**config.mk**
```make
export PLATFORM = sky130hd
export DESIGN_NAME = sr_ff_bank
export DESIGN_NICKNAME = d
export VERILOG_FILES = /design/src/rtl/sr_ff_pkg.sv /design/src/rtl/ff_cell.sv /design/src/rtl/sr_ff_bank.sv
export SDC_FILE = /design/constraint.sdc
export NUM_CORES = 1
export LEC_CHECK = 0
export ABC_CLOCK_PERIOD_IN_PS = 1800
export CORE_ASPECT_RATIO = 2
export CORE_MARGIN = 2
export CORE_UTILIZATION = 35
export CTS_CLUSTER_SIZE = 40
export DETAILED_ROUTE_END_ITERATION = 10
export PLACE_DENSITY = 0.73
export SLEW_MARGIN = 0
export SYNTH_ARGS = -nofsm -noshare
export SYNTH_HDL_FRONTEND = slang
export SYNTH_SLANG_ARGS = --single-unit
```
**constraint.sdc**
```tcl
create_clock -name clk -period 1.8 [get_ports clk]
set_input_delay 0.27 -clock clk [delete_from_list [all_inputs] [get_ports clk]]
set_output_delay 0.27 -clock clk [all_outputs]
set_load 0.01 [all_outputs]
```
**src/rtl/sr_ff_pkg.sv**
```systemverilog
// Shared definitions for the flip-flop bank: mode encodings and their type.
package sr_ff_pkg;

    typedef enum logic [1:0] {
        MODE_SR = 2'b00,
        MODE_JK = 2'b01,
        MODE_D  = 2'b10,
        MODE_T  = 2'b11
    } mode_t;

    localparam int MODE_W = 2;

endpackage

```
**src/rtl/ff_cell.sv**
```systemverilog
// One flip-flop channel with run-time selectable SR/JK/D/T behaviour.
// The forbidden SR input (S=R=1) holds state and is flagged on illegal_nxt;
// the flag is left unregistered so the bank can register all channels in one place.
module ff_cell
    import sr_ff_pkg::*;
#(
    parameter logic RST_VAL = 1'b0
) (
    input  logic              clk,
    input  logic              rst,
    input  logic              en,
    input  logic [MODE_W-1:0] mode,
    input  logic              s,
    input  logic              r,
    output logic              q,
    output logic              illegal_nxt
);

    logic  r_q;
    logic  w_q_nxt;
    mode_t w_mode;

    assign w_mode = mode_t'(mode);

    // Next-state function; every mode starts from hold so en=0 and the
    // forbidden SR input both fall out naturally.
    always_comb begin
        w_q_nxt = r_q;
        if (en) begin
            case (w_mode)
                MODE_SR: begin
                    case ({s, r})
                        2'b10:   w_q_nxt = 1'b1;
                        2'b01:   w_q_nxt = 1'b0;
                        default: w_q_nxt = r_q;
                    endcase
                end
                MODE_JK: begin
                    case ({s, r})
                        2'b10:   w_q_nxt = 1'b1;
                        2'b01:   w_q_nxt = 1'b0;
                        2'b11:   w_q_nxt = ~r_q;
                        default: w_q_nxt = r_q;
                    endcase
                end
                MODE_D:  w_q_nxt = s;
                MODE_T:  w_q_nxt = s ? ~r_q : r_q;
            endcase
        end
    end

    // State register; reset wins immediately and drops any pending update.
    always_ff @(posedge clk or posedge rst) begin
        if (rst) r_q <= RST_VAL;
        else     r_q <= w_q_nxt;
    end

    assign q           = r_q;
    assign illegal_nxt = en & (w_mode == MODE_SR) & s & r;

endmodule

```
**src/rtl/sr_ff_bank.sv**
```systemverilog
// Bank of WIDTH mode-selectable flip-flops with forbidden-SR detection.
// Owns the registered per-channel illegal flags, the sticky error bit and
// the saturating count of edges that saw at least one illegal channel.
module sr_ff_bank
    import sr_ff_pkg::*;
#(
    parameter int                WIDTH   = 4,
    parameter int                CNT_W   = 8,
    parameter logic [WIDTH-1:0]  RST_VAL = '0
) (
    input  logic              clk,
    input  logic              rst,
    input  logic              en,
    input  logic [MODE_W-1:0] mode,
    input  logic [WIDTH-1:0]  s,
    input  logic [WIDTH-1:0]  r,
    input  logic              clr_err,
    output logic [WIDTH-1:0]  q,
    output logic [WIDTH-1:0]  qn,
    output logic [WIDTH-1:0]  illegal,
    output logic              err_sticky,
    output logic [CNT_W-1:0]  err_cnt
);

    localparam logic [CNT_W-1:0] CNT_MAX = '1;
    localparam logic [CNT_W-1:0] CNT_ONE = CNT_W'(1);

    logic [WIDTH-1:0] w_q;
    logic [WIDTH-1:0] w_illegal_nxt;
    logic             w_any_illegal;
    logic [WIDTH-1:0] r_illegal;
    logic             r_err_sticky;
    logic [CNT_W-1:0] r_err_cnt;

    for (genvar i = 0; i < WIDTH; i++) begin : g_cell
        ff_cell #(
            .RST_VAL (RST_VAL[i])
        ) u_cell (
            .clk         (clk),
            .rst         (rst),
            .en          (en),
            .mode        (mode),
            .s           (s[i]),
            .r           (r[i]),
            .q           (w_q[i]),
            .illegal_nxt (w_illegal_nxt[i])
        );
    end

    assign w_any_illegal = |w_illegal_nxt;

    // Per-edge illegal flags; the cells already gate with en, so en=0 clears them.
    always_ff @(posedge clk or posedge rst) begin
        if (rst) r_illegal <= '0;
        else     r_illegal <= w_illegal_nxt;
    end

    // Sticky bit and saturating counter; a new event on a clearing edge wins
    // and restarts the count at one.
    always_ff @(posedge clk or posedge rst) begin
        if (rst) begin
            r_err_sticky <= 1'b0;
            r_err_cnt    <= '0;
        end else if (w_any_illegal) begin
            r_err_sticky <= 1'b1;
            if (clr_err)                 r_err_cnt <= CNT_ONE;
            else if (r_err_cnt != CNT_MAX) r_err_cnt <= r_err_cnt + CNT_ONE;
        end else if (clr_err) begin
            r_err_sticky <= 1'b0;
            r_err_cnt    <= '0;
        end
    end

    assign q          = w_q;
    assign qn         = ~w_q;
    assign illegal    = r_illegal;
    assign err_sticky = r_err_sticky;
    assign err_cnt    = r_err_cnt;

endmodule

```
-- Word-level counts from Yosys, hierarchy flattened
Cells that the tools add are included.
- equality and inequality tests: 28
- add/sub/neg operators: 1
- muxes and demuxes: 22
- bitwise operators: 14
- reduce and logical (&&, ||, !) cells: 9
- operators by type and width (operator ; count):
    $mux 8 ; 4
    $eq 2x2->1 const B ; 10
    $ne 4x1->1 const B ; 4
    $pmux 1 s4 ; 4
    $reduce_and 4->1 ; 4
    $pmux 1 s3 ; 4
    $eq 2x1->1 const B ; 5
    $and 1x1->1 ; 9
    $ne 3x1->1 const B ; 3
    $add 8x1->8 const B ; 1
    $ne 2x2->1 const B ; 4
    $ne 8x8->1 const B ; 1
    $pmux 1 s2 ; 4
    $mux 1 ; 6
    $not 1->1 ; 4
    $not 4->4 ; 1
    $reduce_bool 2->1 ; 2
    $reduce_or 4->1 ; 1
    $ne 3x3->1 const B ; 1
    $logic_not 2->1 ; 1
    $reduce_and 2->1 ; 1
- flip-flop bits (word level): 17
- word-level logic and storage cells: 81

-- Longest topological paths before layout
- depth after elaboration: 7
- mapped depth: 6

-- By module
A second synthesis with hierarchy kept.
- cells, all modules: 108
- area total of the unflattened synthesis: 1022.2 sq um
- by module, submodules not included (module ; cells each ; times used ; area each (sq um) ; seq. area each (sq um)):
    sr_ff_bank ; 60 ; 1 ; 631.9 ; 325.3
    ff_cell ; 12 ; 4 ; 97.6 ; 25.0

-- Worst setup path after synthesis
Ideal clock, no wire load.
- path type: reg2reg
- start: register r_err_cnt[0] (netlist: err_cnt[0])
- end: register r_err_cnt[5] (netlist: err_cnt[5])
- slack: 0.072 ns
- stages on the path, launching flop included: 6
- data arrival time: 1.604 ns
- path buffers: 0
- data required time: 1.675 ns
- path through: dfrtp_1 > ha_1 > nand3_1 > nor2_1 > nor4b_1 > mux2_2
- cells in the longest elaborated chain, start to end: 4
- elaborated cells on any way between the ends: 7
- ends and longest elaborated chain (what ; line ; text):
    from (decl) ; sr_ff_bank.sv:33 ; logic [CNT_W-1:0] r_err_cnt;
    from (signal assigned) ; sr_ff_bank.sv:67 ; else if (r_err_cnt != CNT_MAX) r_err_cnt <= r_err_cnt + CNT_ONE;
    $add 8x1->8 ; sr_ff_bank.sv:67 ;
    $mux 8 ; sr_ff_bank.sv:67 ;
    $mux 8 ; sr_ff_bank.sv:66 ; if (clr_err) r_err_cnt <= CNT_ONE;
    $mux 8 ; sr_ff_bank.sv:64 ; end else if (w_any_illegal) begin
Parallel ways exist; a longest one is shown, timed or not. The select of a mux whose other input is x is not followed.
A chain may end at the register's enable or synchronous reset.

-- Final worst setup path
- start: register r_err_cnt[4] (netlist: err_cnt[4])
- end: output err_cnt[4]
- RTL lines (what ; line ; text):
    to (decl) ; sr_ff_bank.sv:22 ; output logic [CNT_W-1:0] err_cnt
No word-level cell between the ends.

==> results.sh <==
export IMPL_status="complete, no violations"
export IMPL_finalNetCount=193
export IMPL_num_rows=28
export IMPL_ys_ff_latch=17
export IMPL_cts_max_level=1
export IMPL_clk_path_buf_depth=2
export IMPL_grt_pass1_vias=1072
export IMPL_cp_slowest_cell="clkdlybuf4s50_1"
export IMPL_syn_nets=141
export IMPL_drv_cap=0
export IMPL_finalSetupViolCount=0
export IMPL_power_density_nw_per_um2=622
export IMPL_track_usage_pct=16.6
export IMPL_port_buffers=34
export IMPL_placed_cell_area_um2=1550
export IMPL_syn2layout_area_growth_pct=54.1
export IMPL_clock_latency_ps=260
export IMPL_cts_tree="yes"
export IMPL_grt_remaining_overflow=0
export IMPL_hpwl_um=2040
export IMPL_worst_ep_arrival_time_ps=1340
export IMPL_max_slew_margin_pct=57.2
export IMPL_core_um2=2940
export IMPL_yosysSeqAreaShare_pct=40.0
export IMPL_synth_warnings=0
export IMPL_syn_mean_instance_area_um2=8.66
export IMPL_syn_inst=123
export IMPL_floorplan_initialDensity_pct=36.2
export IMPL_r2r_start="err_cnt[1]$_DFFE_PP0P_"
export IMPL_cts_buffers=3
export IMPL_reg2regPathDepth=6
export IMPL_via_per_inst=5.53
export IMPL_die_area_um2=3530
export IMPL_crit_path_end_kind="output port"
export IMPL_synth_distinct_cells=31
export IMPL_drt_iter0_markers=20
export IMPL_rrSetupSlack_ps=190
export IMPL_fp_dieW_um=43
export IMPL_critPathBufInv=1
export IMPL_fp_dieH_um=82
export IMPL_ys_top_cells_by_area="dfrtp_1 40%, o21ai_0 6.1%, ha_1 4.7%, a21oi_1 3.8%, nand2_1 3.5%"
export IMPL_clkTransAtPathRegs_ps=70
export IMPL_ios=35
export IMPL_cpPeakStageDelay_ps=590
export IMPL_crit_path_cell_trace="clkdlybuf4s50_1"
export IMPL_fin_skew_ps=9.01
export IMPL_crit_family="buffers and inverters"
export IMPL_final_common_cell="clkdlybuf4s50_1"
export IMPL_path_max_fanout=7
export IMPL_clock_sinks=17
export IMPL_vias=1129
export IMPL_ir_drop_uv=395
export IMPL_slew_viol_final=0
export IMPL_grt_max_degree=18
export IMPL_grt_setup_unrepaired="no"
export IMPL_gp_congestion=0.884
export IMPL_tightest_slew_ps=641
export IMPL_final_antenna_net_count=0
export IMPL_crit_type="register to output port"
export IMPL_grt_pass1_wl_um=4460
export IMPL_wl_um=2690
export IMPL_clock_tree_root_cell="clkbuf_8"
export IMPL_regToRegEndpoint="err_cnt[3]$_DFFE_PP0P_"
export IMPL_grt_antenna_before_repair=0
export IMPL_holdBufCountCts=0
export IMPL_worstHoldPathType="primary input to async pin"
export IMPL_critical_path_required_ps=1530
export IMPL_leakage_nw=0.727
export IMPL_first_pass_iters=4
export IMPL_drive_gt1_share_pct=19.0
export IMPL_num_antenna_cells=0
export IMPL_drc=0
export IMPL_synth_area_um2=1060
export IMPL_clock_fmax_mhz=621
export IMPL_drt_wirelength_per_cell_um=13.2
export IMPL_whs_ps=396
export IMPL_cp_start_kind="register"
export IMPL_final_cell_mix="31 x clkdlybuf4s50_1, 22 x buf_4, 17 x dfrtp_1"
export IMPL_hold_viol=0
export IMPL_yosys_area_top_type_share_pct=40.0
export IMPL_p_total_mw=1.02
export IMPL_fin_area_um2=1640
export IMPL_yosys_area_top_type="dfrtp_1"
export IMPL_fin_crit_sh_pct=89.5
export IMPL_period_needed_ps=1610
==> layout make-up <==
class / instances / area [um^2]
Inverter: 8 / 30.0
Timing Repair Buffer: 57 / 524
Fill cell: 252 / 1300
Multi-Input combinational cell: 88 / 578
Tap cell: 30 / 37.5
Sequential cell: 17 / 425
Clock buffer: 4 / 45.0
==> synth_stat cells <==
cell / n
nand4_1: 2
a41o_1: 2
clkbuf_1: 4
nor4b_1: 1
buf_4: 4
ha_1: 4
nand2_1: 10
inv_1: 8
nor2b_1: 4
o311ai_0: 1
nand3_1: 3
a221o_1: 3
o21ai_0: 13
nor2_1: 10
buf_2: 1
mux2i_1: 1
o211a_1: 1
nand2b_1: 3
or3b_1: 1
or3_1: 2
nor3_1: 4
a41oi_1: 2
dfrtp_1: 17
nand3b_1: 4
buf_6: 1
o2111ai_1: 1
nor3b_1: 3
a21oi_1: 8
a211oi_1: 2
nor4_1: 2
mux2_2: 1
==> flip-flops by register name (all words and copies together), names as in the netlist <==
| name | count |
|---|---|
| err_sticky | 1 |
| g_cell.u_cell.q | 4 |
| illegal | 4 |
| err_cnt | 8 |
==> stage by stage <==
step	cells	setup TNS [ps]	setup slack [ps]	utilization, %
after global routing	204	0	82.9	55.7
after floorplan	123	0	71.7	-
final	204	0	189	55.7
after CTS	203	0	8.90	54.4
after global placement	199	-1540	-288	52.6
after detailed placement	199	-1800	-302	52.6
==> worst max-delay path by stage <==
stage                                start                      to  cells after the start
floorplan           err_cnt[0]$_DFFE_PP0P_  err_cnt[5]$_DFFE_PP0P_                      5
global placement                        en  err_cnt[5]$_DFFE_PP0P_                      5
detailed placement                      en  err_cnt[5]$_DFFE_PP0P_                      5
CTS                                     en  err_cnt[3]$_DFFE_PP0P_                      6
global route        err_cnt[1]$_DFFE_PP0P_  err_cnt[2]$_DFFE_PP0P_                      6
finish              err_cnt[4]$_DFFE_PP0P_              err_cnt[4]                      1
==> where the power goes <==
| group | internal (mW) | leakage, nW | switching [mW] |
|---|---|---|---|
| combinational | 0.174 | 0.478 | 0.123 |
| clock | 0.157 | 0.0228 | 0.131 |
| sequential | 0.408 | 0.226 | 0.0263 |
==> metal layers <==
metal / global-route usage (%) / part of all wire [%] / up-vias
met5: 0 / 0 / -
met4: 10.0 / 2.5 / 0
met3: 2.42 / 7.0 / 7
met2: 31.7 / 54 / 53
met1: 16.3 / 37 / 527
li1: - / - / 542
==> logic make-up after synthesis <==
family | after synthesis | synth area share [%]
AND/OR/NAND/NOR | 49 | 24.6
AO/OA/AOI/OAI | 33 | 20.2
buffers and inverters | 18 | 8.58
flip-flops | 17 | 40.0
adder cells (fa/ha/maj) | 4 | 4.70
multiplexers | 2 | 2.00
==> what timing repair did <==
action                     in CTS  in global routing
buffers inserted                0                  1
gates resized for setup         2                  8
setup endpoints to repair       2                  6
pin swaps                       1                  3
Power figures use the tool's default switching activity.
